`src/rtl/pipeline_run_ctrl_pkg.sv`:
```
`default_nettype none
// ============================================================================
// Module  : pipeline_run_ctrl_pkg
// Purpose : Shared encodings for the pipeline run/step controller.
//           - Debug command codes.
//           - Controller state type.
//           - HALT opcode value.
// Ports   : none (package)
// Rev     : 1.0  initial release
// ============================================================================
package pipeline_run_ctrl_pkg;

  localparam logic [1:0] CMD_NOP  = 2'b00;
  localparam logic [1:0] CMD_RUN  = 2'b01;
  localparam logic [1:0] CMD_STEP = 2'b10;
  localparam logic [1:0] CMD_STOP = 2'b11;

  typedef enum logic [2:0] {
    ST_IDLE  = 3'd0,
    ST_RUN   = 3'd1,
    ST_STEP  = 3'd2,
    ST_DRAIN = 3'd3,
    ST_DONE  = 3'd4
  } state_t;

  localparam logic [5:0] HALT_OPCODE = 6'b111111;

endpackage
`default_nettype wire

```
`src/rtl/pipeline_run_ctrl_if.sv`:
```
`default_nettype none
// ============================================================================
// Module  : pipeline_run_ctrl_if
// Purpose : Debug-command handshake and pipeline-control bundle.
// Ports   : none. Signals:
//           - i_cmd_valid/i_cmd/o_cmd_ready: command handshake.
//           - i_halt_fetched: fetch stage holds HALT.
//           - o_valid/o_pipe_clear/o_done/o_timeout/o_n_clocks: status and control.
//           Modports: master (debug side), slave (controller).
// Rev     : 1.0  initial release
// ============================================================================
interface pipeline_run_ctrl_if #(
  parameter int NB_REG = 32
);
  logic              i_cmd_valid;
  logic [1:0]        i_cmd;
  logic              o_cmd_ready;
  logic              i_halt_fetched;
  logic              o_valid;
  logic              o_pipe_clear;
  logic              o_done;
  logic              o_timeout;
  logic [NB_REG-1:0] o_n_clocks;

  modport master (
    output i_cmd_valid, i_cmd, i_halt_fetched,
    input  o_cmd_ready, o_valid, o_pipe_clear, o_done, o_timeout, o_n_clocks
  );

  modport slave (
    input  i_cmd_valid, i_cmd, i_halt_fetched,
    output o_cmd_ready, o_valid, o_pipe_clear, o_done, o_timeout, o_n_clocks
  );
endinterface
`default_nettype wire

```
`src/rtl/pipeline_run_ctrl_sat_counter.sv`:
```
`default_nettype none
// ============================================================================
// Module  : sat_counter
// Purpose : Up-counter that sticks at all-ones instead of wrapping.
//           Clear has priority over increment.
// Ports   : i_clock, i_reset (async, active-high)
//           i_inc  - count one on this edge
//           i_clr  - return to zero on this edge
//           o_count - current value
// Rev     : 1.0  initial release
// ============================================================================
module sat_counter #(
  parameter int NB = 32
) (
  input  logic          i_clock,
  input  logic          i_reset,
  input  logic          i_inc,
  input  logic          i_clr,
  output logic [NB-1:0] o_count
);

  always_ff @(posedge i_clock or posedge i_reset) begin
    if (i_reset) begin
      o_count <= '0;
    end else if (i_clr) begin
      o_count <= '0;
    end else if (i_inc && (o_count != {NB{1'b1}})) begin
      o_count <= o_count + 1'b1;
    end
  end

endmodule
`default_nettype wire

```
`src/rtl/pipeline_run_ctrl.sv`:
```
`default_nettype none
// ============================================================================
// Module  : pipeline_run_ctrl
// Purpose : Run/step sequencer for the 5-stage pipeline.
//           - Drives the pipeline-wide enable.
//           - Drains the pipeline after a fetched HALT, then freezes.
//           - Counts enabled cycles.
// Ports   : i_clock, i_reset (async, active-high)
//           bus (pipeline_run_ctrl_if.slave): command handshake, halt input,
//           enable/clear/done/timeout and the enabled-cycle count.
// Options : RUNCTRL_WDOG_EN - adds a run-length watchdog. When it expires,
//           the controller enters DONE with o_timeout set.
// Rev     : 1.0  initial release
// ============================================================================
module pipeline_run_ctrl
  import pipeline_run_ctrl_pkg::*;
#(
  parameter int NB_REG       = 32,
  parameter int DRAIN_CYCLES = 4,
  parameter int MAX_CYCLES   = 1 << 20
) (
  input  logic                   i_clock,
  input  logic                   i_reset,
  pipeline_run_ctrl_if.slave     bus
);

  localparam int DW = $clog2(DRAIN_CYCLES + 1);

  state_t          state, state_nx;
  logic [DW-1:0]   drain_cnt, drain_cnt_nx;
  logic            pipe_clear_q, pipe_clear_nx;
  logic            timeout_q, timeout_nx;
  logic            valid, ready, accept, halt_seen, wdog_hit;

  assign valid     = (state == ST_RUN) || (state == ST_STEP) || (state == ST_DRAIN);
  assign ready     = (state == ST_IDLE) || (state == ST_RUN) || (state == ST_DONE);
  assign accept    = bus.i_cmd_valid && ready;
  // Halt is only meaningful while fetching.
  // During DRAIN the fetch stage output is ignored.
  assign halt_seen = valid && bus.i_halt_fetched && (state != ST_DRAIN);

  always_ff @(posedge i_clock or posedge i_reset) begin
    if (i_reset) begin
      state        <= ST_IDLE;
      drain_cnt    <= '0;
      pipe_clear_q <= 1'b0;
      timeout_q    <= 1'b0;
    end else begin
      state        <= state_nx;
      drain_cnt    <= drain_cnt_nx;
      pipe_clear_q <= pipe_clear_nx;
      timeout_q    <= timeout_nx;
    end
  end

  always_comb begin
    state_nx      = state;
    drain_cnt_nx  = drain_cnt;
    pipe_clear_nx = 1'b0;
    timeout_nx    = timeout_q;
    case (state)
      ST_IDLE: begin
        if (accept) begin
          if (bus.i_cmd == CMD_RUN)       state_nx = ST_RUN;
          else if (bus.i_cmd == CMD_STEP) state_nx = ST_STEP;
        end
      end
      ST_RUN: begin
        // A halt outranks a coincident STOP, so HALT always retires.
        if (halt_seen) begin
          state_nx     = ST_DRAIN;
          drain_cnt_nx = DW'(DRAIN_CYCLES);
        end else if (wdog_hit) begin
          state_nx   = ST_DONE;
          timeout_nx = 1'b1;
        end else if (accept && (bus.i_cmd == CMD_STOP)) begin
          state_nx = ST_IDLE;
        end
      end
      ST_STEP: begin
        if (halt_seen) begin
          state_nx     = ST_DRAIN;
          drain_cnt_nx = DW'(DRAIN_CYCLES);
        end else begin
          state_nx = ST_IDLE;
        end
      end
      ST_DRAIN: begin
        drain_cnt_nx = drain_cnt - 1'b1;
        if (drain_cnt <= DW'(1)) state_nx = ST_DONE;
      end
      ST_DONE: begin
        if (accept && (bus.i_cmd == CMD_STOP)) begin
          state_nx      = ST_IDLE;
          pipe_clear_nx = 1'b1;
          timeout_nx    = 1'b0;
        end
      end
      default: state_nx = ST_IDLE;
    endcase
  end

  // Cleared on the same edge on which the clear pulse is launched.
  sat_counter #(.NB(NB_REG)) u_n_clocks (
    .i_clock (i_clock),
    .i_reset (i_reset),
    .i_inc   (valid),
    .i_clr   (pipe_clear_nx),
    .o_count (bus.o_n_clocks)
  );

`ifdef RUNCTRL_WDOG_EN
  localparam int WW = $clog2(MAX_CYCLES + 1);
  logic [WW-1:0] run_len;
  logic          run_entry;

  assign run_entry = accept && (state == ST_IDLE) && (bus.i_cmd == CMD_RUN);

  sat_counter #(.NB(WW)) u_wdog (
    .i_clock (i_clock),
    .i_reset (i_reset),
    .i_inc   (state == ST_RUN),
    .i_clr   (run_entry),
    .o_count (run_len)
  );

  // run_len holds the number of completed RUN cycles.
  // It reads MAX_CYCLES-1 during the final allowed cycle.
  assign wdog_hit = (state == ST_RUN) && (run_len == WW'(MAX_CYCLES - 1));
`else
  assign wdog_hit = 1'b0;
`endif

  assign bus.o_valid      = valid;
  assign bus.o_cmd_ready  = ready;
  assign bus.o_done       = (state == ST_DONE);
  assign bus.o_pipe_clear = pipe_clear_q;
  assign bus.o_timeout    = timeout_q;

endmodule
`default_nettype wire

```
`src/flat_wrapper.sv`:
```
// flat-port wrapper written by rule: the top's interface ports become plain ports
module pipeline_run_ctrl_flat import pipeline_run_ctrl_pkg::*;
#(
  parameter int NB_REG       = 32,
  parameter int DRAIN_CYCLES = 4,
  parameter int MAX_CYCLES   = 1 << 20
)
  (i_clock, i_reset, bus_i_cmd_valid, bus_i_cmd, bus_i_halt_fetched, bus_o_cmd_ready, bus_o_valid, bus_o_pipe_clear, bus_o_done, bus_o_timeout, bus_o_n_clocks);
  pipeline_run_ctrl_if #(.NB_REG(NB_REG)) bus_i ();
  input  logic i_clock;
  input  logic i_reset;
  input wire logic [$bits(bus_i.i_cmd_valid)-1:0] bus_i_cmd_valid;
  input wire logic [$bits(bus_i.i_cmd)-1:0] bus_i_cmd;
  input wire logic [$bits(bus_i.i_halt_fetched)-1:0] bus_i_halt_fetched;
  output wire logic [$bits(bus_i.o_cmd_ready)-1:0] bus_o_cmd_ready;
  output wire logic [$bits(bus_i.o_valid)-1:0] bus_o_valid;
  output wire logic [$bits(bus_i.o_pipe_clear)-1:0] bus_o_pipe_clear;
  output wire logic [$bits(bus_i.o_done)-1:0] bus_o_done;
  output wire logic [$bits(bus_i.o_timeout)-1:0] bus_o_timeout;
  output wire logic [$bits(bus_i.o_n_clocks)-1:0] bus_o_n_clocks;
  assign bus_i.i_cmd_valid = bus_i_cmd_valid;
  assign bus_i.i_cmd = bus_i_cmd;
  assign bus_i.i_halt_fetched = bus_i_halt_fetched;
  assign bus_o_cmd_ready = bus_i.o_cmd_ready;
  assign bus_o_valid = bus_i.o_valid;
  assign bus_o_pipe_clear = bus_i.o_pipe_clear;
  assign bus_o_done = bus_i.o_done;
  assign bus_o_timeout = bus_i.o_timeout;
  assign bus_o_n_clocks = bus_i.o_n_clocks;
  pipeline_run_ctrl #(.NB_REG(NB_REG), .DRAIN_CYCLES(DRAIN_CYCLES), .MAX_CYCLES(MAX_CYCLES)) u_core (.i_clock(i_clock), .i_reset(i_reset), .bus(bus_i));
endmodule
```
`config.mk`:
```
export PLATFORM = sky130hd
export DESIGN_NAME = pipeline_run_ctrl_flat
export DESIGN_NICKNAME = d
export VERILOG_FILES = /design/src/rtl/pipeline_run_ctrl_pkg.sv /design/src/rtl/pipeline_run_ctrl_if.sv /design/src/rtl/pipeline_run_ctrl_sat_counter.sv /design/src/rtl/pipeline_run_ctrl.sv /design/src/flat_wrapper.sv
export SDC_FILE = /design/constraint.sdc
export NUM_CORES = 1
export LEC_CHECK = 0
export CAP_MARGIN = 20
export CORE_AREA = 4 4 71 73
export DETAILED_ROUTE_END_ITERATION = 10
export DIE_AREA = 0 0 75 77
export PLACE_DENSITY = 0.78
export SLEW_MARGIN = 20
export SYNTH_ARGS = -nofsm -noshare
export SYNTH_HDL_FRONTEND = slang
export SYNTH_HIERARCHICAL = 1
export SYNTH_SLANG_ARGS = --single-unit
```
`constraint.sdc`:
```
create_clock -name i_clock -period 3.02 [get_ports i_clock]
set_input_delay 0.755 -clock i_clock [delete_from_list [all_inputs] [get_ports i_clock]]
set_output_delay 0.755 -clock i_clock [all_outputs]
set_load 0.1 [all_outputs]
```
==> metrics.md, run 1 <==
| Metric | Value |
|---|---|
| Status | completed |
| Worst-Skew Late Latency | 0.29 ns |
| Post-Syn Area | 0.00221 sq mm |
| Area leader, netlist | dfrtp_1 |
| Non-Filler Instances | 335 |
| Sequential area share after synthesis | 0.441 |
| Synth top area share | 0.441 |
| Area Growth Syn to Fin | 21.0% |
| Routability cong. | 0.873 |
| Layout cell share with drive strength beyond 1 | 0.208 |
| EDFF count, synth | 0 |
| Initial DRC count | 92 |
| Vias in the first global route | 1858 |
| Critical Path Sink Type | flop |
| Synth area leaders | dfrtp_1, a21oi_1, o31ai_1, or4_1, or3_1 |
| CTS hold repair buffers | 0 |
| Most frequent CP cell | nor2_2 |
| PnR worst setup slack | 0.517 ns |
| Global-route wire length before repair | 8.37 mm |
| Syn Inst Count | 239 |
| Critical Path Start Type | flop |
| Worst Path Required | 3.24 ns |
| Tightest Pin Transition | 0.823 ns |
| Synthesized flop and latch total | 39 |
| Total gr overflow | 0 |
| HPWL after DPL | 3.69 mm |
| Synthesized area per cell | 9.26 sq um |
| Crit path DAT | 2.72 ns |
| Reg2Reg Launch Point | u_core/state[1] |
| Number of unique standard cell types used by synthesis | 48 |
| Core Region | 0.00435 sq mm |
| Ys flop type | dfrtp_1 |
| Sinks on Clock Net | 39 |
| Row count | 24 |
| Hold depth | 1 |
| TritonRoute pass-1 iters | 6 |
| M3 GR Usage | 0.0458 |
| Clock-pin slew on the worst setup and hold paths | 0.07 ns |
| Clock Tree Root | clkbuf_8 |
| Final Max Slew Viols | 0 |
| Worst R2R Setup Slack | 0.52 ns |
| Unrepaired setup endpoints after global routing | false |
| Cell Count Post-Placement | 327 |
| Register-to-Register Path Depth | 8 |
| Tmin final | 2.50 ns |
| Fin nets | 291 |
| Slowest-stage cell, CP | dfrtp_1 |
| CP max FO | 15 |
| Inserted Clock Buffers | 5 |
| # DRC | 0 |
| Clock Skews | 0.00259 ns |
| Via count | 2013 |
| Total Neg Setup Slack | 0 ns |
| Final setup violation count | 0 |
| Max incr delay on CP | 0.53 ns |
| Count leader, synth | dfrtp_1 |
| Post-synth top cells | dfrtp_1, a21oi_1, o31ai_1, or4_1 |
| Routed wire length | 5.14 mm |
| CTS tree | done |
| Antenna cell count | 0 |
| Total track usage | 0.180 |
| Async SR Flop Fraction | 1.00 |
| Die Width | 75 um |
| Crit-path cells | nor2_2, nor2_2, nand4_1, nor3_1, o311ai_1, buf_4, or4_1, a21oi_1 |
| Post-CTS sizing | 0 |
| Pre-CTS setup slack | 0.543 ns |
| Final hold vios | 0 |
| HP Class | reg2reg |
| Met1 GRT Util | 0.235 |
| WL/cell | 15.3 um |
| Die area | 0.00578 sq mm |
| Hold path start | u_core/drain_cnt[0] |
| Max-cap viol count | 0 |
| Via-to-Cell Ratio | 6.01 |
| CTS H-tree lvls | 2 |
| Initial Util | 0.508 |
| Busiest grt layer | met2 |
| Initial antenna violation count | 0 |
| Post-route ant nets | 0 |
| R2r endpoint | u_core/u_n_clocks/o_count[27] |
| Yosys warns | 6 |
| Die Ht | 77 um |
| # IOs | 43 |
| Clk buf depth | 2 |
| Grt met2 use | 0.291 |
| Worst setup path category | reg2reg |
| Max Clock Freq | 399 MHz |
| Rel. slew slack | 0.447 |
| Port buffer count | 41 |
| Largest net degree at the start of global routing | 33 |
| Period utilisation layout | 0.829 |
| Hold EP | u_core/drain_cnt[0] |
| Syn Nets | 248 |
| Post-CTS Setup Inserts | 0 |
[layout by cell type, fill, tap and decap left out, types with 2 or more instances in the layout]
cell / synthesis / final
nor3_1: 2 / 2
or3_1: 12 / 12
a21oi_1: 33 / 33
clkbuf_8: 0 / 7
or4_1: 14 / 14
nand4_1: 6 / 6
and4_1: 4 / 4
dfrtp_1: 39 / 39
xnor2_1: 2 / 2
mux2i_1: 3 / 3
nand3_1: 11 / 11
inv_1: 13 / 13
nor4_1: 3 / 3
clkdlybuf4s50_1: 0 / 5
xor2_1: 3 / 3
ha_1: 3 / 3
o21ai_0: 13 / 13
nor2_1: 10 / 8
nor2_2: 1 / 3
and3_1: 4 / 4
buf_4: 2 / 41
o31ai_1: 16 / 16
nand2_1: 13 / 13
[cell families (layout without fill, tap and decap cells)]
logic type	after synthesis	in the layout	synth area share
buffers and inverters	23	67	0.0503
adders and majority gates	3	3	0.0170
muxes	3	3	0.0136
and+or+nand+nor	89	89	0.242
other	1	1	0.00169
DFF	39	39	0.441
AOI/OAI and AO/OA	76	76	0.215
xor gates and xnor gates	5	5	0.0198
[worst max path at each step]
| stage | start | endpoint | slack [ns] | cells past startpoint |
|---|---|---|---|---|
| finish | u_core/state[1] | u_core/u_n_clocks/o_count[27] | 0.52 | 8 |
| global route | u_core/state[1] | u_core/u_n_clocks/o_count[27] | 0.30 | 8 |
| CTS | u_core/state[1] | u_core/u_n_clocks/o_count[27] | 0.53 | 8 |
| detailed placement | u_core/state[1] | u_core/u_n_clocks/o_count[27] | 0.54 | 8 |
| global placement | u_core/state[1] | u_core/u_n_clocks/o_count[27] | 0.66 | 8 |
| floorplan | u_core/state[2] | u_core/u_n_clocks/o_count[19] | 0.006 | 8 |
[per-layer routing]
metal	part of all wire	wire length [um]
met1	0.44	2280
met2	0.49	2510
met3	0.058	298
met4	0.0099	51
met5	0	0
[area by class of cell]
type,instances,area [sq um]
timing repair buffer,46,358
sequential,39,976
clock buffer,8,100
fill,378,1680
multi-input combinational,177,1130
tap,52,65.1
inverter,13,48.8
[critical path, delay by kind of cell (launching register included)]
kind                   cells  cell delay (ns)
flip-flops                 1             0.53
buffers and inverters      1             0.20
AND/OR/NAND/NOR            5             1.41
AO/OA/AOI/OAI              2             0.29
[through the flow]
| stage | hold slack, ns | cell area, sq um | utilization |
|---|---|---|---|
| global route | 0.569 | 2680 | 0.615 |
| floorplan | 0.497 | 2220 | - |
| finish | 0.537 | 2680 | 0.615 |
| global placement | 0.520 | 2580 | 0.592 |
| detailed placement | 0.534 | 2580 | 0.592 |
| CTS | 0.541 | 2680 | 0.615 |
[registers in the layout (all words and copies together), names as in the netlist]
register	cells
u_core/state	3
u_core/drain_cnt	3
u_core/u_n_clocks/o_count	32
u_core/bus.o_pipe_clear	1
Power of run 1 is left out: the tool's default activity adds up to more than one toggle a clock period on the data nets, which glitch-free logic cannot reach.
==> run 2: changes to the inputs <==
--- a/config.mk
+++ b/config.mk
@@ -6,10 +6,10 @@
 export NUM_CORES = 1
 export LEC_CHECK = 0
 export CAP_MARGIN = 20
-export CORE_AREA = 4 4 71 73
+export CORE_AREA = 4 4 74 76
 export DETAILED_ROUTE_END_ITERATION = 10
-export DIE_AREA = 0 0 75 77
-export PLACE_DENSITY = 0.78
+export DIE_AREA = 0 0 78 80
+export PLACE_DENSITY = 0.75
 export SLEW_MARGIN = 20
 export SYNTH_ARGS = -nofsm -noshare
 export SYNTH_HDL_FRONTEND = slang
==> constraint.sdc (replaced) <==
create_clock -name i_clock -period 2.05 [get_ports i_clock]
set_input_delay 0.5125 -clock i_clock [delete_from_list [all_inputs] [get_ports i_clock]]
set_output_delay 0.5125 -clock i_clock [all_outputs]
set_load 0.1 [all_outputs]
==> run 2 against run 1 <==
The run now ends with setup timing left. Core utilization up 19 points. Die area increased by 8.1%. Sequential cell count unchanged. Via count rose by 19%. Cell count grew 21%. Worst hold slack lost 0.054 ns. First-iteration DRC count up 110%. Critical path depth is 2 lower. Critical endpoint is now u_core/u_n_clocks/o_count[22]. Highest routed layer unchanged.
==> metrics.md, run 2 (same netlist as run 1, synthesis figures left out) <==
| Metric | Value |
|---|---|
| Status | finished, violations left |
| Violated checks | setup timing |
| Unrepaired setup endpoints after global routing | true |
| Critical Path Sink Type | flop |
| Port buffer count | 41 |
| Final Max Slew Viols | 0 |
| Final hold vios | 0 |
| Critical Path Start Type | flop |
| Final setup violation count | 27 |
| Initial Util | 0.469 |
| Largest Register | u_core/u_n_clocks/o_count |
| Vias in the first global route | 2257 |
| CTS tree | done |
| Clock Skews | 0.0100 ns |
| Largest regs | u_core/u_n_clocks/o_count: 32 flops, u_core/drain_cnt: 3 flops, u_core/state: 3 flops |
| Max reg flops | 32 |
| PnR worst setup slack | -0.213 ns |
| Worst setup path category | reg2reg |
| Via count | 2389 |
| Worst-Skew Late Latency | 0.30 ns |
| Die Ht | 80 um |
| Global-route wire length before repair | 10.5 mm |
| Layout fillers | 275 |
| Multi-input logic area | 0.00131 sq mm |
| Routability cong. | 0.868 |
| Tmin final | 2.26 ns |
| CTS H-tree lvls | 2 |
| WL/cell | 17.3 um |
| Crit path DAT | 2.49 ns |
| Max-cap viol count | 0 |
| Worst Path Required | 2.28 ns |
| Layout cell share with drive strength beyond 1 | 0.491 |
| Initial antenna violation count | 0 |
| Row count | 25 |
| Initial DRC count | 195 |
| Total Neg Setup Slack | -2.25 ns |
| Post-route ant nets | 0 |
| Clock-pin slew on the worst setup and hold paths | 0.08 ns |
| Die Width | 78 um |
| Area Growth Syn to Fin | 71.6% |
| Largest net degree at the start of global routing | 34 |
| Register area | 0.00104 sq mm |
| HP Class | in2async |
| Total gr overflow | 0 |
| Max Clock Freq | 442 MHz |
| Inserted Clock Buffers | 5 |
| # DRC | 0 |
| Final core utilization | 0.804 |
| TritonRoute pass-1 iters | 4 |
| # IOs | 43 |
| Fin nets | 346 |
| Period utilisation layout | 1.10 |
| Routed wire length | 7.02 mm |
| Clk buf depth | 2 |
| Most frequent cells in the layout | buf_4, buf_12, a21oi_1 |
| HPWL after DPL | 4.33 mm |
| Clock Tree Root | clkbuf_8 |
| Most common cell after layout, fill and taps aside | buf_4 |
| Die area | 0.00624 sq mm |
| Antenna cell count | 0 |
| Total track usage | 0.211 |
| CP max FO | 7 |
| Sinks on Clock Net | 39 |
| CTS hold repair buffers | 0 |
| Core Region | 0.00472 sq mm |
| Via-to-Cell Ratio | 5.90 |
run 2: final timing paths:
check,slack [ns],endpoint,from,depth (start not counted)
max reg2reg,-0.21,u_core/u_n_clocks/o_count[22],u_core/u_n_clocks/o_count[6],6
min reg2reg,0.54,u_core/drain_cnt[0],u_core/drain_cnt[0],1
min in group i_clock,0.54,u_core/drain_cnt[0],u_core/drain_cnt[0],1
min,0.48,u_core/bus.o_pipe_clear,i_reset,2
max,-0.21,u_core/u_n_clocks/o_count[22],u_core/u_n_clocks/o_count[6],6
max in group asynchronous,1.07,u_core/u_n_clocks/o_count[1],i_reset,3
run 2: what timing repair did:
item                                    4_1_cts  5_1_grt
resized for setup                            10       24
gates cloned                                  0        1
pin swaps                                     8       14
buffers inserted                              6        5
endpoints found under the setup margin       10       28
run 2: layout make-up:
cell class,count,area share
well taps,67,0.0221
flip-flops and latches,39,0.275
clock buffers,5,0.0181
clock inverters,3,0.00395
multi-input cells,177,0.345
repair buffers,101,0.323
inverters,13,0.0128
run 2: per-layer routing:
layer,GRT usage,part of all wire,vias up
met5,0,0,-
met4,0.0822,0.020,0
met3,0.0440,0.043,16
met2,0.360,0.52,85
met1,0.261,0.42,1182
li1,-,-,1106
run 2: critical path, stage by stage (launching register included):
cell     delay, ns
dfrtp_4       0.43
nand4_2       0.13
or4_4         0.51
or3_4         0.41
buf_6         0.15
or4_4         0.42
a21oi_2       0.14
run 2: stage by stage:
stage | hold slack [ns] | std cells | worst slack (ns) | area [sq um]
floorplan | 0.316 | 239 | -0.460 | 2340
global placement | 0.513 | 385 | -0.0790 | 3470
detailed placement | 0.541 | 385 | -0.172 | 3470
CTS | 0.484 | 399 | -0.185 | 3640
global route | 0.504 | 405 | -0.248 | 3800
finish | 0.483 | 405 | -0.213 | 3800
Power of run 2 is left out for the same reason.
==> RTL edit: new RTL, config.mk and constraints of run 2 <==
`NB_REG` is set to 32 in 3 places; all go to 16.
--- a/src/rtl/pipeline_run_ctrl_if.sv
+++ b/src/rtl/pipeline_run_ctrl_if.sv
@@ -10,7 +10,7 @@
 // Rev     : 1.0  initial release
 // ============================================================================
 interface pipeline_run_ctrl_if #(
-  parameter int NB_REG = 32
+  parameter int NB_REG = 16
 );
   logic              i_cmd_valid;
   logic [1:0]        i_cmd;
--- a/src/rtl/pipeline_run_ctrl.sv
+++ b/src/rtl/pipeline_run_ctrl.sv
@@ -15,7 +15,7 @@
 module pipeline_run_ctrl
   import pipeline_run_ctrl_pkg::*;
 #(
-  parameter int NB_REG       = 32,
+  parameter int NB_REG       = 16,
   parameter int DRAIN_CYCLES = 4,
   parameter int MAX_CYCLES   = 1 << 20
 ) (
--- a/src/flat_wrapper.sv
+++ b/src/flat_wrapper.sv
@@ -1,7 +1,7 @@
 // flat-port wrapper written by rule: the top's interface ports become plain ports
 module pipeline_run_ctrl_flat import pipeline_run_ctrl_pkg::*;
 #(
-  parameter int NB_REG       = 32,
+  parameter int NB_REG       = 16,
   parameter int DRAIN_CYCLES = 4,
   parameter int MAX_CYCLES   = 1 << 20
 )
Ports: changed (resized bus_o_n_clocks); port bits go from 43 to 27. The function was not compared with the original's and may differ.
==> RTL edit against run 2 <==
- sequential share of layout area rose by 1.6 points
- setup slack better by 0.37 ns
- cell count shrank 38%
- die area did not move
- synthesized area decreased by 37%
- wire length fell by 51%
- count of clock-buffer cells in the layout decreased by 2
- global-route usage decreased by 9.2 points
- sequential cell count is 16 lower
- clock skew grew 0.0061 ns
- cell area fell by 46%
- largest cell class unchanged
- highest routed layer unchanged
Power is left out: the tool's default activity adds up to more than one toggle a clock period on the data nets, which glitch-free logic cannot reach.
==> RTL edit: results (changes against run 2) <==
[sta]
clock_skew_ns = 0.0162  ; +0.00613 ns
finalCritPeriodShare = 0.923  ; -0.181

[clock_tree]
cts.clk_slew.worst_paths_ns = 0.10  ; +0.02 ns
numCtsBuffers = 3  ; -2
post-cts-setup-buffers = 0  ; -6
insertion_delay_ns = 0.27  ; -0.03 ns
cts_resized = 0  ; -10

[synth]
yosysSeqAreaShare = 0.410  ; -0.0313
synth_common_cells = dfrtp_1, a21oi_1, inv_1, nand2_1, nand3_1
synthMuxAreaShare = 0.0374  ; +0.0238
synth_cell_types = 45  ; -6.3%
synth.area.top_cells = dfrtp_1, a21oi_1, o31ai_1
synth_compound_area_frac = 0.173  ; -0.0421
syn_nets = 163  ; -34%
synthCells = 154  ; -36%

[global_route]
grt_pass1_vias = 1272  ; -44%
grt_pass1_wl_um = 5980  ; -43%
track_usage = 0.119  ; -0.0923
grt_max_degree = 15  ; -56%

[placement]
pre_cts_slack_ns = 0.118  ; +0.290 ns
port_buffers = 25  ; -39%
gp_congestion = 0.867  ; about the same
dp_hpwl_um = 2600  ; -40%

[final_layout]
seq_area_um2 = 599  ; -43%
reg_top3 = u_core/u_n_clocks/o_count x16, u_core/drain_cnt x3, u_core/state x3
drive_gt1_frac = 0.348  ; -0.143
final_nets = 194  ; -44%

[worst_setup_path]
r2r_slack_ns = 0.16  ; +0.37 ns
critical_path.endpoint = u_core/u_n_clocks/o_count[13]
reg2reg_from = u_core/u_n_clocks/o_count[3]
rr_worst_depth = 4  ; -2

[route]
drt-initial-drc-count = 87  ; -55%
wl_per_cell_um = 13.7  ; -21%

[run_status]
status = finished clean

-- RTL edit: area by class of cell --
| class | count | share of cell area |
|---|---|---|
| Multi-Input combinational cell | 115 | 0.384 |
| Inverter | 8 | 0.0146 |
| Clock buffer | 3 | 0.0201 |
| Clock inverter | 1 | 0.00365 |
| Sequential cell | 23 | 0.291 |
| Timing Repair Buffer | 34 | 0.246 |
| Tap cell | 67 | 0.0408 |
-- RTL edit: per-layer routing --
layer / vias up / global-route usage / part of all wire
met5: - / 0 / 0
met4: 0 / 0.0367 / 0.0055
met3: 2 / 0.0226 / 0.054
met2: 35 / 0.206 / 0.49
met1: 614 / 0.148 / 0.45
li1: 628 / - / -
-- RTL edit: worst min-delay path by stage --
stage	cells past startpoint	end	from
final	2	u_core/state[2]	i_reset
after global placement	1	u_core/drain_cnt[0]	u_core/drain_cnt[0]
after global routing	2	u_core/state[1]	i_reset
after floorplan	1	u_core/bus.o_pipe_clear	i_reset
after detailed placement	1	u_core/drain_cnt[0]	u_core/drain_cnt[0]
after CTS	2	u_core/state[0]	i_reset
-- RTL edit: stage by stage --
stage / setup TNS [ns] / hold WS, ns
after floorplan: -1.36 / 0.316
final: 0 / 0.511
after global routing: 0 / 0.528
after CTS: 0 / 0.515
after global placement: 0 / 0.514
after detailed placement: 0 / 0.524
-- RTL edit: cell families (layout without fill, tap and decap cells) --
logic type / count (synthesis) / in the layout
and+or+nand+nor: 64 / 64
xor gates and xnor gates: 2 / 2
buffers and inverters: 16 / 46
AOI/OAI and AO/OA: 40 / 40
DFF: 23 / 23
other: 1 / 1
muxes: 5 / 5
adders and majority gates: 3 / 3
-- RTL edit: critical path: cells and delay by family, from the launching register on --
family / cells / cell delay [ns]
and+or+nand+nor: 3 / 1.20
DFF: 1 / 0.44
AOI/OAI and AO/OA: 1 / 0.15
